<file path="config.mk">
export PLATFORM = sky130hd
export DESIGN_NAME = gcd_feeder
export DESIGN_NICKNAME = d
export VERILOG_FILES = /design/src/rtl/gcd_pkg.sv /design/src/rtl/gcd_cmd_fifo.sv /design/src/rtl/gcd_feeder.sv
export SDC_FILE = /design/constraint.sdc
export NUM_CORES = 1
export LEC_CHECK = 0
export ABC_CLOCK_PERIOD_IN_PS = 3150
export BUFFER_PORTS_ARGS = -buffer_cell sky130_fd_sc_hd__buf_2
export CAP_MARGIN = 5
export CORE_UTILIZATION = 50
export CTS_CLUSTER_DIAMETER = 30
export CTS_CLUSTER_SIZE = 20
export DETAILED_ROUTE_END_ITERATION = 7
export PLACE_DENSITY = 0.7
export SLEW_MARGIN = 20
export SYNTH_ARGS = -nofsm -noshare
export SYNTH_HDL_FRONTEND = slang
export SYNTH_SLANG_ARGS = --single-unit
</file>
<file path="constraint.sdc">
create_clock -name clk -period 3.15 [get_ports clk]
set_input_delay 0.63 -clock clk [delete_from_list [all_inputs] [get_ports clk]]
set_output_delay 0.63 -clock clk [all_outputs]
set_load 0.1 [all_outputs]
</file>
<file path="src/rtl/gcd_pkg.sv">
`default_nettype none
// ============================================================================
// Module  : gcd_pkg
// Purpose : Shared definitions for the gcd_thread initiator (gcd_feeder) and
//           the benches around gcd_thread: default operand width and the
//           3-bit encodings of the feeder FSM states.
// Ports   : none (package)
// Revision: 1.0 - initial release
// ============================================================================
package gcd_pkg;

   // Default operand/result width. Must match the attached gcd_thread.
   localparam int c_DATA_W = 8;

   // Feeder FSM state encodings.
   localparam int c_ST_W = 3;
   localparam logic [c_ST_W-1:0] c_ST_IDLE = 3'd0;
   localparam logic [c_ST_W-1:0] c_ST_LOAD = 3'd1;
   localparam logic [c_ST_W-1:0] c_ST_OPA  = 3'd2;
   localparam logic [c_ST_W-1:0] c_ST_OPB  = 3'd3;
   localparam logic [c_ST_W-1:0] c_ST_WAIT = 3'd4;
   localparam logic [c_ST_W-1:0] c_ST_RESP = 3'd5;

   typedef enum logic [c_ST_W-1:0] {
      ST_IDLE = c_ST_IDLE,
      ST_LOAD = c_ST_LOAD,
      ST_OPA  = c_ST_OPA,
      ST_OPB  = c_ST_OPB,
      ST_WAIT = c_ST_WAIT,
      ST_RESP = c_ST_RESP
   } gcd_state_t;

endpackage
`default_nettype wire

</file>
<file path="src/rtl/gcd_cmd_fifo.sv">
`default_nettype none
// ============================================================================
// Module  : gcd_cmd_fifo
// Purpose : Synchronous command FIFO holding packed {a,b} jobs for the feeder.
//           No empty-bypass: a word pushed into an empty FIFO becomes visible
//           on o_data the cycle after the push.
// Ports   : clk, rst      - clock, synchronous active-high reset
//           i_push/i_data - write strobe and word (ignored when full)
//           i_pop         - remove the head word (ignored when empty)
//           o_data        - head word (valid while !o_empty)
//           o_full/o_empty- occupancy flags derived from a DEPTH+1 range count
// Revision: 1.0 - initial release
// ============================================================================
module gcd_cmd_fifo #(
   parameter int WIDTH = 16,
   parameter int DEPTH = 4     // power of 2, >= 2
) (
   input  logic             clk,
   input  logic             rst,
   input  logic             i_push,
   input  logic [WIDTH-1:0] i_data,
   input  logic             i_pop,
   output logic [WIDTH-1:0] o_data,
   output logic             o_full,
   output logic             o_empty
);

   localparam int             c_AW   = $clog2(DEPTH);
   localparam logic [c_AW:0]  c_FULL = (c_AW+1)'(DEPTH);

   logic [WIDTH-1:0] r_mem [DEPTH];
   logic [c_AW-1:0]  r_wr_ptr;
   logic [c_AW-1:0]  r_rd_ptr;
   logic [c_AW:0]    r_count;
   logic             w_push;
   logic             w_pop;

   assign w_push  = i_push & ~o_full;
   assign w_pop   = i_pop  & ~o_empty;
   assign o_full  = (r_count == c_FULL);
   assign o_empty = (r_count == '0);
   assign o_data  = r_mem[r_rd_ptr];

   // Storage carries no reset; only pointers and count define validity.
   always_ff @(posedge clk) begin
      if (w_push) begin
         r_mem[r_wr_ptr] <= i_data;
      end
   end

   // Pointers wrap naturally because DEPTH is a power of 2.
   always_ff @(posedge clk) begin
      if (rst) begin
         r_wr_ptr <= '0;
         r_rd_ptr <= '0;
         r_count  <= '0;
      end else begin
         if (w_push) begin
            r_wr_ptr <= r_wr_ptr + 1'b1;
         end
         if (w_pop) begin
            r_rd_ptr <= r_rd_ptr + 1'b1;
         end
         case ({w_push, w_pop})
            2'b10:   r_count <= r_count + 1'b1;
            2'b01:   r_count <= r_count - 1'b1;
            default: r_count <= r_count;
         endcase
      end
   end

endmodule
`default_nettype wire

</file>
<file path="src/rtl/gcd_feeder.sv">
`default_nettype none
// ============================================================================
// Module  : gcd_feeder
// Purpose : Initiator for one gcd_thread. Buffers (a,b) jobs from a
//           valid/ready command port, serialises each onto the thread's
//           load/val bus (load, a, b), waits for done under a watchdog and
//           returns the result on a valid/ready response port.
// Ports   : clk, rst                          - clock, sync active-high reset
//           cmd_valid/cmd_ready/cmd_a/cmd_b   - job input
//           rsp_valid/rsp_ready/rsp_gcd/
//           rsp_timeout                       - result output (held until taken)
//           thr_rst/thr_load/thr_val          - drive to gcd_thread
//           thr_done/thr_result               - return from gcd_thread
//           busy                              - job in flight or queued
// Revision: 1.0 - initial release
// ============================================================================
module gcd_feeder
   import gcd_pkg::*;
#(
   parameter int DATA_W     = c_DATA_W,
   parameter int FIFO_DEPTH = 4,    // power of 2, >= 2
   parameter int TIMEOUT    = 32    // >= 2
) (
   input  logic              clk,
   input  logic              rst,
   input  logic              cmd_valid,
   output logic              cmd_ready,
   input  logic [DATA_W-1:0] cmd_a,
   input  logic [DATA_W-1:0] cmd_b,
   output logic              rsp_valid,
   input  logic              rsp_ready,
   output logic [DATA_W-1:0] rsp_gcd,
   output logic              rsp_timeout,
   output logic              thr_rst,
   output logic              thr_load,
   output logic [DATA_W-1:0] thr_val,
   input  logic              thr_done,
   input  logic [DATA_W-1:0] thr_result,
   output logic              busy
);

   localparam int                 c_WDOG_W    = $clog2(TIMEOUT) + 1;
   localparam logic [c_WDOG_W-1:0] c_WDOG_LAST = c_WDOG_W'(TIMEOUT - 1);

   gcd_state_t          r_state;
   logic [DATA_W-1:0]   r_a;
   logic [DATA_W-1:0]   r_b;
   logic [c_WDOG_W-1:0] r_wdog;
   logic                r_rsp_valid;
   logic                r_rsp_timeout;
   logic [DATA_W-1:0]   r_rsp_gcd;
   logic                r_thr_rst;
   logic                r_thr_load;
   logic [DATA_W-1:0]   r_thr_val;

   logic                w_full;
   logic                w_empty;
   logic                w_push;
   logic                w_pop;
   logic [2*DATA_W-1:0] w_head;

   // Not ready while in reset so nothing is accepted into a FIFO being cleared.
   assign cmd_ready = ~w_full & ~rst;
   assign w_push    = cmd_valid & cmd_ready;
   assign w_pop     = (r_state == ST_IDLE) & ~w_empty;
   assign busy      = (r_state != ST_IDLE) | ~w_empty;

   assign rsp_valid   = r_rsp_valid;
   assign rsp_timeout = r_rsp_timeout;
   assign rsp_gcd     = r_rsp_gcd;
   assign thr_rst     = r_thr_rst;
   assign thr_load    = r_thr_load;
   assign thr_val     = r_thr_val;

   gcd_cmd_fifo #(
      .WIDTH (2*DATA_W),
      .DEPTH (FIFO_DEPTH)
   ) u_fifo (
      .clk     (clk),
      .rst     (rst),
      .i_push  (w_push),
      .i_data  ({cmd_a, cmd_b}),
      .i_pop   (w_pop),
      .o_data  (w_head),
      .o_full  (w_full),
      .o_empty (w_empty)
   );

   // Each output is set on the transition into the state that presents it,
   // so the bus shows load / a / b in the LOAD / OPA / OPB cycles.
   always_ff @(posedge clk) begin
      if (rst) begin
         r_state       <= ST_IDLE;
         r_a           <= '0;
         r_b           <= '0;
         r_wdog        <= '0;
         r_rsp_valid   <= 1'b0;
         r_rsp_timeout <= 1'b0;
         r_rsp_gcd     <= '0;
         r_thr_rst     <= 1'b1;
         r_thr_load    <= 1'b0;
         r_thr_val     <= '0;
      end else begin
         r_thr_rst <= 1'b0;
         case (r_state)
            ST_IDLE: begin
               if (!w_empty) begin
                  {r_a, r_b} <= w_head;
                  r_thr_load <= 1'b1;
                  r_thr_val  <= '0;
                  r_state    <= ST_LOAD;
               end
            end
            ST_LOAD: begin
               r_thr_load <= 1'b0;
               r_thr_val  <= r_a;
               r_state    <= ST_OPA;
            end
            ST_OPA: begin
               r_thr_val <= r_b;
               r_state   <= ST_OPB;
            end
            ST_OPB: begin
               r_thr_val <= '0;
               r_wdog    <= '0;
               r_state   <= ST_WAIT;
            end
            ST_WAIT: begin
               if (thr_done) begin
                  r_rsp_gcd     <= thr_result;
                  r_rsp_timeout <= 1'b0;
                  r_rsp_valid   <= 1'b1;
                  r_state       <= ST_RESP;
               end else if (r_wdog == c_WDOG_LAST) begin
                  // Abort: restart the thread so a late done cannot leak
                  // into the next job.
                  r_rsp_gcd     <= '0;
                  r_rsp_timeout <= 1'b1;
                  r_rsp_valid   <= 1'b1;
                  r_thr_rst     <= 1'b1;
                  r_state       <= ST_RESP;
               end else begin
                  r_wdog <= r_wdog + 1'b1;
               end
            end
            ST_RESP: begin
               if (rsp_ready) begin
                  r_rsp_valid <= 1'b0;
                  r_state     <= ST_IDLE;
               end
            end
            default: begin
               r_state <= ST_IDLE;
            end
         endcase
      end
   end

endmodule
`default_nettype wire
</file>
==> results_dict.tcl, run 1 <==
set metrics [dict create \
    ios 51 \
    timing.final.crit_period_ns 2.65 \
    path_clk_slew_ns 0.06 \
    yosysSeqAreaShare 0.649 \
    peakVddDrop_uv 471 \
    fin_skew_ns 0.0128 \
    antenna_left 0 \
    postRouteWirelength_microns 8270 \
    ys_top_cells_by_area "edfxtp_1 (42%), dfxtp_1 (23%), mux4_2 (7.9%)" \
    cts_tree "yes" \
    synth_cell_types 50 \
    clock-sinks 116 \
    drt_iter0_markers 166 \
    ys_warn_count 0 \
    grt_max_degree 46 \
    dp.cells 495 \
    fp.dieW_microns 97.6 \
    hpwl_microns 5260 \
    groute.usage.overall 0.189 \
    firstDrtPassIters 4 \
    yosysTopAreaCellShare 0.421 \
    syn_avg_cell_area_sq_um 13.0 \
    grt_pass1_wl_microns 13700 \
    synthMuxAreaShare 0.0811 \
    nFillCells 659 \
    p_per_area_mw_per_mm2 918 \
    cts_buffers 17 \
    synth_compound_area_frac 0.101 \
    synthArstFlopShare 0 \
    clockBufferDepth 2 \
    crit_type "flip-flop to flip-flop" \
    initial_core_util 0.521 \
    slew_headroom 0.458 \
    syn-num-nets 387 \
    drive_above_1_share 0.267 \
    portBuffers 50 \
    synthAdderAreaFrac 0.0208 \
    ys_ff_latch 116 \
    max-cap-violations 0 \
    ctsHoldBuffers 0 \
    num_antenna_cells 0 \
    synth_edf_count 64 \
    totalNegativeSetupSlack_ns 0 \
    grt_overflow_total 0 \
    synth-simple-area-share 0.106 \
    final_nets 442 \
    rsz0062_at_grt "no" \
    syn_to_final_growth_pct 18.8 \
    synthXorXnorAreaFrac 0.00959 \
    post_drt_via_cell_ratio 5.46 \
    via_count 2878 \
    avgRoutedWirePerCell_microns 15.7 \
    clkLatencyLatePin_ns 0.52 \
    hold_class "input port to flip-flop" \
    drc 0 \
    postCtsSetupRepairBufs 0 \
    critPathArrivalTime_ns 3.09 \
    synthCells 351 \
    placeableCoreArea_sq_mm 0.00876 \
    antenna_found_initial 0 \
    p_leak_nw 1.95 \
    setup_viol_count_final 0 \
    yosys.area.top_type "edfxtp_1" \
    grt_pass1_vias 2781 \
    synth.cell_area_sq_mm 0.00457 \
    cts-htree-levels 4 \
    instances_no_fill 527 \
    cp-start-kind "flip-flop" \
    min_period_over_period 0.841 \
    root_buffer "clkbuf_8" \
    rows 34 \
    fmax_mhz 378 \
    ys.flop_type "edfxtp_1" \
    run_status "completed" \
    drv_slew 0 \
    finalHoldViolCount 0 \
    die-area_sq_mm 0.00952 \
    path_max_fanout 19 \
    place_congestion 0.779 \
    tightest_slew_ns 0.811 \
    cts_resized 0 \
    crit_path_end_kind "flip-flop" \
    worstPathRequired_ns 3.59 \
    die_y_microns 97.6 \
    synth_top_family_by_area "simple AND/OR/NAND/NOR gates" \
]
[cells in the mapped netlist, types with 2 or more instances]
cell	count
buf_2	8
dfxtp_1	52
mux4_2	16
nand2b_1	2
nor3_1	2
clkbuf_1	8
a21oi_1	34
xor2_1	3
a31oi_1	2
inv_1	10
nand2_1	49
edfxtp_1	64
and2_1	4
or3_1	3
a22oi_1	8
nor2b_1	3
nand3_1	6
buf_4	2
nor4_1	3
xnor2_1	2
o2bb2ai_1	8
o21ai_0	11
nor2_1	18
buf_6	2
ha_1	6
[cell usage in the layout, fill, tap and decap left out, types with 2 or more instances in the layout]
master / n
edfxtp_1: 64
dfxtp_1: 52
buf_2: 50
nand2_1: 49
a21oi_1: 34
nor2_1: 18
mux4_2: 16
clkbuf_16: 16
o21ai_0: 11
inv_1: 10
a22oi_1: 8
o2bb2ai_1: 8
inv_6: 7
nand3_1: 6
ha_1: 6
buf_4: 6
and2_1: 4
or3_1: 3
nor2b_1: 3
xor2_1: 3
nor4_1: 3
clkinv_4: 3
nor3_1: 2
nand2b_1: 2
xnor2_1: 2
a31oi_1: 2
clkinv_2: 2
[cells by family after synthesis]
family,Yosys count
buf+inv,31
compound gates,74
xor+xnor,5
mux,17
simple gates,101
flops,116
fa+ha+maj,7
[registers in the layout, summed over array words and instances (netlist names)]
register and cells:
r_a 8, r_b 8, r_state 3, r_wdog 6
rsp_gcd 8, rsp_timeout 1, rsp_valid 1, thr_load 1
thr_rst 1, thr_val 8, u_fifo.r_count 3, u_fifo.r_mem 64
u_fifo.r_rd_ptr 2, u_fifo.r_wr_ptr 2
[per-stage QoR]
step / instance area (sq um) / hold slack (ns) / util / total power [mW] / setup slack (ns)
after CTS: 5420 / 0.301 / 0.619 / 5.02 / 0.500
after floorplan: 4570 / 0.436 / - / 3.08 / 0.104
final: 5420 / 0.318 / 0.619 / 4.98 / 0.502
after global routing: 5420 / 0.303 / 0.619 / 5.23 / 0.279
after detailed placement: 4890 / 0.447 / 0.558 / 3.30 / 0.528
after global placement: 4890 / 0.444 / 0.558 / 3.28 / 0.634
[cell type report]
type / instances / area, sq um / share of cell area
Clock buffer: 17 / 414 / 0.0764
Clock inverter: 15 / 120 / 0.0222
Inverter: 11 / 41.3 / 0.00761
Multi-Input combinational cell: 204 / 1450 / 0.268
Sequential cell: 116 / 2960 / 0.546
Tap cell: 108 / 135 / 0.0249
Timing Repair Buffer: 56 / 295 / 0.0545
[path summary, 6_finish.rpt]
path         startpoint  depth (start not counted)                   to  slack (ns)
max          r_state[0]                          9    u_fifo.r_count[2]        0.50
min            cmd_a[3]                          1  u_fifo.r_mem[0][11]        0.32
max reg2reg  r_state[0]                          9    u_fifo.r_count[2]        0.50
min reg2reg      r_b[5]                          2               r_b[5]        0.46
[report_power, final]
group / internal (mW) / switching (mW) / total, mW
clock network: 0.984 / 0.722 / 1.71
logic: 0.437 / 0.880 / 1.32
registers: 1.80 / 0.153 / 1.95
[worst max-delay path, cell delays in order (launching register included)]
cell and delay [ns]:
dfxtp_1 0.44, nor3_4 0.27, nand2_2 0.24, inv_2 0.33
ha_1 0.26, inv_1 0.07, fa_1 0.37, xor2_1 0.15
or3_1 0.31, a21oi_1 0.13
[metal layers]
layer / vias up / track usage / routed length, microns
li1: 1410 / - / -
met1: 1392 / 0.250 / 3770
met2: 65 / 0.289 / 3970
met3: 11 / 0.0554 / 404
met4: 0 / 0.0882 / 125
met5: - / 0 / 0
(Power assumes the default switching activity.)
==> run 2: changes to the inputs <==
ABC_CLOCK_PERIOD_IN_PS = 2450   (was 3150)
clock period = 2.45 ns   (was 3.15 ns; I/O delays follow)
==> results_dict.tcl, run 2 (synthesis results as in run 1) <==
set metrics [dict create \
    run_status "completed" \
    crit_path_end_kind "output pin" \
    hold_end "u_fifo.r_mem[1][3]" \
    worstPathRequired_ns 1.96 \
    p_switching_mw 2.31 \
    final_nets 450 \
    postRouteWirelength_microns 8610 \
    place_area_sq_mm 0.00495 \
    root_buffer "clkbuf_8" \
    reg2reg_from "u_fifo.r_count[0]" \
    portBuffers 50 \
    clkLatencyLatePin_ns 0.51 \
    fmax_mhz 481 \
    grt_max_degree 31 \
    largest_reg_flops 64 \
    final_cell_mix "edfxtp_1 (64), dfxtp_1 (52), buf_2 (50), nand2_1 (49), a21oi_1 (33)" \
    min_period_over_period 0.848 \
    drv_slew 0 \
    firstDrtPassIters 4 \
    avgRoutedWirePerCell_microns 16.1 \
    slew_headroom 0.553 \
    drc 0 \
    grt_overflow_total 0 \
    crit_type "flip-flop to output pin" \
    layout_commonest_cell "edfxtp_1" \
    groute.usage.overall 0.197 \
    grt_pass1_vias 2945 \
    post_drt_via_cell_ratio 5.54 \
    comb_power_share 0.280 \
    initial_core_util 0.521 \
    setup_viol_count_final 0 \
    top_register "u_fifo.r_mem" \
    via_count 2964 \
    ctsHoldBuffers 0 \
    place_congestion 0.768 \
    antenna_found_initial 0 \
    antenna_left 0 \
    cts_resized 0 \
    peakVddDrop_uv 829 \
    hold_class "input port to flip-flop" \
    path_max_fanout 5 \
    die-area_sq_mm 0.00952 \
    timing.final.crit_period_ns 2.08 \
    hold_depth 1 \
    fin_skew_ns 0.0102 \
    clock_power_share 0.355 \
    finalInstanceArea_sq_mm 0.00553 \
    fp.dieW_microns 97.6 \
    cts_tree "yes" \
    clock-sinks 116 \
    ios 51 \
    hpwl_microns 5460 \
    path_clk_slew_ns 0.06 \
    drt_iter0_markers 127 \
    syn_to_final_growth_pct 21.2 \
    sequentialPowerShare 0.365 \
    rows 34 \
    rrSetupSlack_ns 0.41 \
    reg2reg_to "u_fifo.r_count[2]" \
    postCtsSetupRepairBufs 0 \
    p_per_area_mw_per_mm2 1210 \
    totalNegativeSetupSlack_ns 0 \
    rsz0062_at_grt "no" \
    p_int_mw 4.41 \
    die_y_microns 97.6 \
    drive_above_1_share 0.283 \
    clockBufferDepth 2 \
    finalHoldViolCount 0 \
    power.total_mw 6.72 \
    reg2reg_depth 9 \
    cp-start-kind "flip-flop" \
    tightest_slew_ns 0.669 \
    p_leak_nw 2.00 \
    power.share.switching 0.343 \
    placeableCoreArea_sq_mm 0.00876 \
    cts_buffers 17 \
    cts-htree-levels 4 \
    critPathArrivalTime_ns 1.59 \
    hold_path_startpoint "cmd_b[3]" \
    max-cap-violations 0 \
    grt_pass1_wl_microns 14200 \
    num_antenna_cells 0 \
]
[run 2: changes by cell type in the layout (fill, tap and decap cells not counted)]
cell        change
buf_4           +8
clkinv_2        -2
a21oi_2         +1
clkinvlp_4      +2
a21oi_1         -1
clkinv_4        -1
bufinv_16       +2
inv_6           -1
[run 2: power groups by stage]
stage,Clock (mW),Combinational [mW],Sequential (mW)
finish,2.38,1.88,2.45
global route,2.50,2.06,2.48
CTS,2.42,1.90,2.45
detailed placement,0,1.88,2.49
global placement,0,1.84,2.48
floorplan,0,1.29,2.67
[run 2: routing by layer]
| layer | wire, microns | vias to the layer above | track usage |
|---|---|---|---|
| met2 | 4190 | 74 | 0.322 |
| met3 | 419 | 10 | 0.0683 |
| met5 | 0 | - | 0 |
| met4 | 87 | 0 | 0.0667 |
| met1 | 3910 | 1463 | 0.244 |
| li1 | - | 1417 | - |
[run 2: how the worst max path moves through the flow]
stage          depth (start not counted)           endpoint  slack, ns              start
2_1_floorplan                         11  u_fifo.r_count[2]       0.14         r_state[2]
3_3_place_gp                          10  u_fifo.r_count[2]       0.46          cmd_valid
3_5_place_dp                          10  u_fifo.r_count[2]       0.39          cmd_valid
4_1_cts                                3          cmd_ready       0.34  u_fifo.r_count[0]
5_1_grt                                9  u_fifo.r_count[2]       0.26  u_fifo.r_count[0]
6_report                               3          cmd_ready       0.37  u_fifo.r_count[0]
[run 2: worst max-delay path, stage by stage (launching register included)]
cell and delay, ns:
dfxtp_1 0.41, nor2_1 0.11, a21oi_2 0.14, buf_2 0.43
[run 2: cell type report]
cell class | instances | area [sq um]
clock buffer | 17 | 414
clock inverter | 15 | 168
fill | 670 | 3230
inverter | 11 | 41.3
multi-input combinational | 204 | 1460
sequential | 116 | 2960
tap | 108 | 135
timing repair buffer | 64 | 355
[run 2: metrics by stage]
stage	hold WS, ns	cells	setup WS [ns]	util
after floorplan	0.436	351	0.144	-
after global placement	0.444	503	0.458	0.565
after detailed placement	0.445	503	0.393	0.565
after CTS	0.177	535	0.339	0.631
after global routing	0.171	535	0.261	0.631
final	0.191	535	0.372	0.631
==> run 3: changes to the inputs <==
ABC_CLOCK_PERIOD_IN_PS = 2000   (was 2450)
clock period = 2 ns   (was 2.45 ns; I/O delays follow)
==> results_dict.tcl, run 3 (synthesis results as in run 1) <==
set metrics [dict create \
    hold_depth 1 \
    drc 0 \
    postCtsSetupRepairBufs 0 \
    p_leak_nw 2.05 \
    critPathArrivalTime_ns 1.49 \
    max_stage_delay_ns 0.33 \
    grt_overflow_total 0 \
    regArea_sq_mm 0.00297 \
    antenna_found_initial 0 \
    finalHoldViolCount 0 \
    final_nets 452 \
    firstDrtPassIters 4 \
    hpwl_microns 5560 \
    syn_to_final_growth_pct 23.9 \
    cp-start-kind "flip-flop" \
    place_congestion 0.766 \
    crit_top_cell "buf_4" \
    die_y_microns 97.6 \
    instances_no_fill 537 \
    path_clk_slew_ns 0.06 \
    antenna_left 0 \
    min_period_over_period 0.945 \
    slew_headroom 0.632 \
    layout_commonest_cell "edfxtp_1" \
    rsz0062_at_grt "no" \
    die-area_sq_mm 0.00952 \
    post_drt_via_cell_ratio 5.43 \
    clkLatencyLatePin_ns 0.51 \
    grt_pass1_vias 2897 \
    tightest_slew_ns 0.549 \
    path_max_fanout 3 \
    grt_max_degree 45 \
    cts_buffers 17 \
    power.total_mw 8.45 \
    top_register "u_fifo.r_mem" \
    run_status "completed" \
    crit_path_end_kind "output pin" \
    num_antenna_cells 0 \
    drive_above_1_share 0.305 \
    drt_iter0_markers 127 \
    cp.depth 4 \
    hold_class "input port to flip-flop" \
    slowest_stage "dfxtp_2" \
    rows 34 \
    cts-htree-levels 4 \
    crit_chain "nor3_4 > buf_4 > nand2_1 > buf_4" \
    clock-sinks 116 \
    reg2reg_depth 9 \
    initial_core_util 0.521 \
    nFillCells 647 \
    grt_pass1_wl_microns 14200 \
    peakVddDrop_uv 1010 \
    cts_tree "yes" \
    clockBufferDepth 2 \
    root_buffer "clkbuf_8" \
    fp.dieW_microns 97.6 \
    p_per_area_mw_per_mm2 1490 \
    avgRoutedWirePerCell_microns 16.2 \
    via_count 2914 \
    portBuffers 50 \
    dp.cells 505 \
    setup_viol_count_final 0 \
    fin_skew_ns 0.00852 \
    groute.usage.overall 0.199 \
    worstPathRequired_ns 1.60 \
    max-cap-violations 0 \
    timing.final.crit_period_ns 1.89 \
    placeableCoreArea_sq_mm 0.00876 \
    multi_input_area_sq_mm 0.00148 \
    drv_slew 0 \
    worst-path-buf-inv 2 \
    largest_reg_flops 64 \
    postRouteWirelength_microns 8690 \
    final_cell_mix "edfxtp_1 (64), nand2_1 (49), buf_2 (48), dfxtp_1 (48), a21oi_1 (33)" \
    ios 51 \
    fmax_mhz 529 \
    cp_top_family "buffers and inverters" \
    crit_type "flip-flop to output pin" \
]
run 3: changes by cell type in the layout (fill, tap and decap cells not counted), moves of 2 or more:
cell,previous run,this run
inv_6,6,1
dfxtp_1,52,48
buf_2,50,48
clkinv_2,0,3
buf_12,0,5
dfxtp_2,0,4
clkbuf_1,0,2
run 3: timing repair:
item                       4_1_cts  5_1_grt
hold buffers                     0        0
resized for setup                1        5
setup endpoints to repair        1        2
gates cloned                     0        0
run 3: final cells by class:
| cell class | count | share of cell area |
|---|---|---|
| Clock buffer | 20 | 0.0770 |
| Sequential cell | 116 | 0.525 |
| Timing Repair Buffer | 66 | 0.0774 |
| Multi-Input combinational cell | 204 | 0.262 |
| Inverter | 11 | 0.00774 |
| Clock inverter | 12 | 0.0274 |
| Tap cell | 108 | 0.0239 |
run 3: path summary, 6_finish.rpt:
check,startpoint,to,slack [ns]
setup / recovery,r_state[1],busy,0.11
hold / removal,cmd_b[6],u_fifo.r_mem[3][6],0.11
setup reg to reg,u_fifo.r_count[0],u_fifo.r_count[2],0.16
hold reg to reg,r_b[5],r_b[5],0.46
run 3: power breakdown:
part	leakage (nW)	switching [mW]	internal (mW)
Combinational	0.755	1.52	0.934
Clock	0.285	1.01	1.93
Sequential	1.01	0.205	2.85
run 3: routing by layer:
| metal | vias up | part of all wire | GRT usage |
|---|---|---|---|
| met4 | 0 | 0.0053 | 0.0713 |
| met2 | 56 | 0.49 | 0.314 |
| met3 | 4 | 0.049 | 0.0597 |
| met1 | 1428 | 0.45 | 0.261 |
| li1 | 1426 | - | - |
| met5 | - | 0 | 0 |
run 3: worst reg2reg max path, stage by stage, from the launching register on:
cell and delay, ns:
dfxtp_2 0.35, or3_1 0.41, nand2_2 0.12, inv_4 0.04, ha_4 0.15, inv_2 0.05, fa_2 0.18, xor2_1 0.07
or3_1 0.30, a21oi_1 0.12
run 3: stage by stage:
| step | setup slack (ns) | setup TNS, ns | hold slack, ns | util | area, sq um |
|---|---|---|---|---|---|
| 5_1_grt | 0.0136 | 0 | 0.0797 | 0.645 | 5660 |
| 4_1_cts | 0.0531 | 0 | 0.0819 | 0.644 | 5640 |
| 3_5_place_dp | 0.0947 | 0 | 0.447 | 0.576 | 5050 |
| 2_1_floorplan | -0.139 | -0.148 | 0.436 | - | 4590 |
| 3_3_place_gp | 0.129 | 0 | 0.445 | 0.576 | 5050 |
| 6_report | 0.109 | 0 | 0.106 | 0.645 | 5660 |
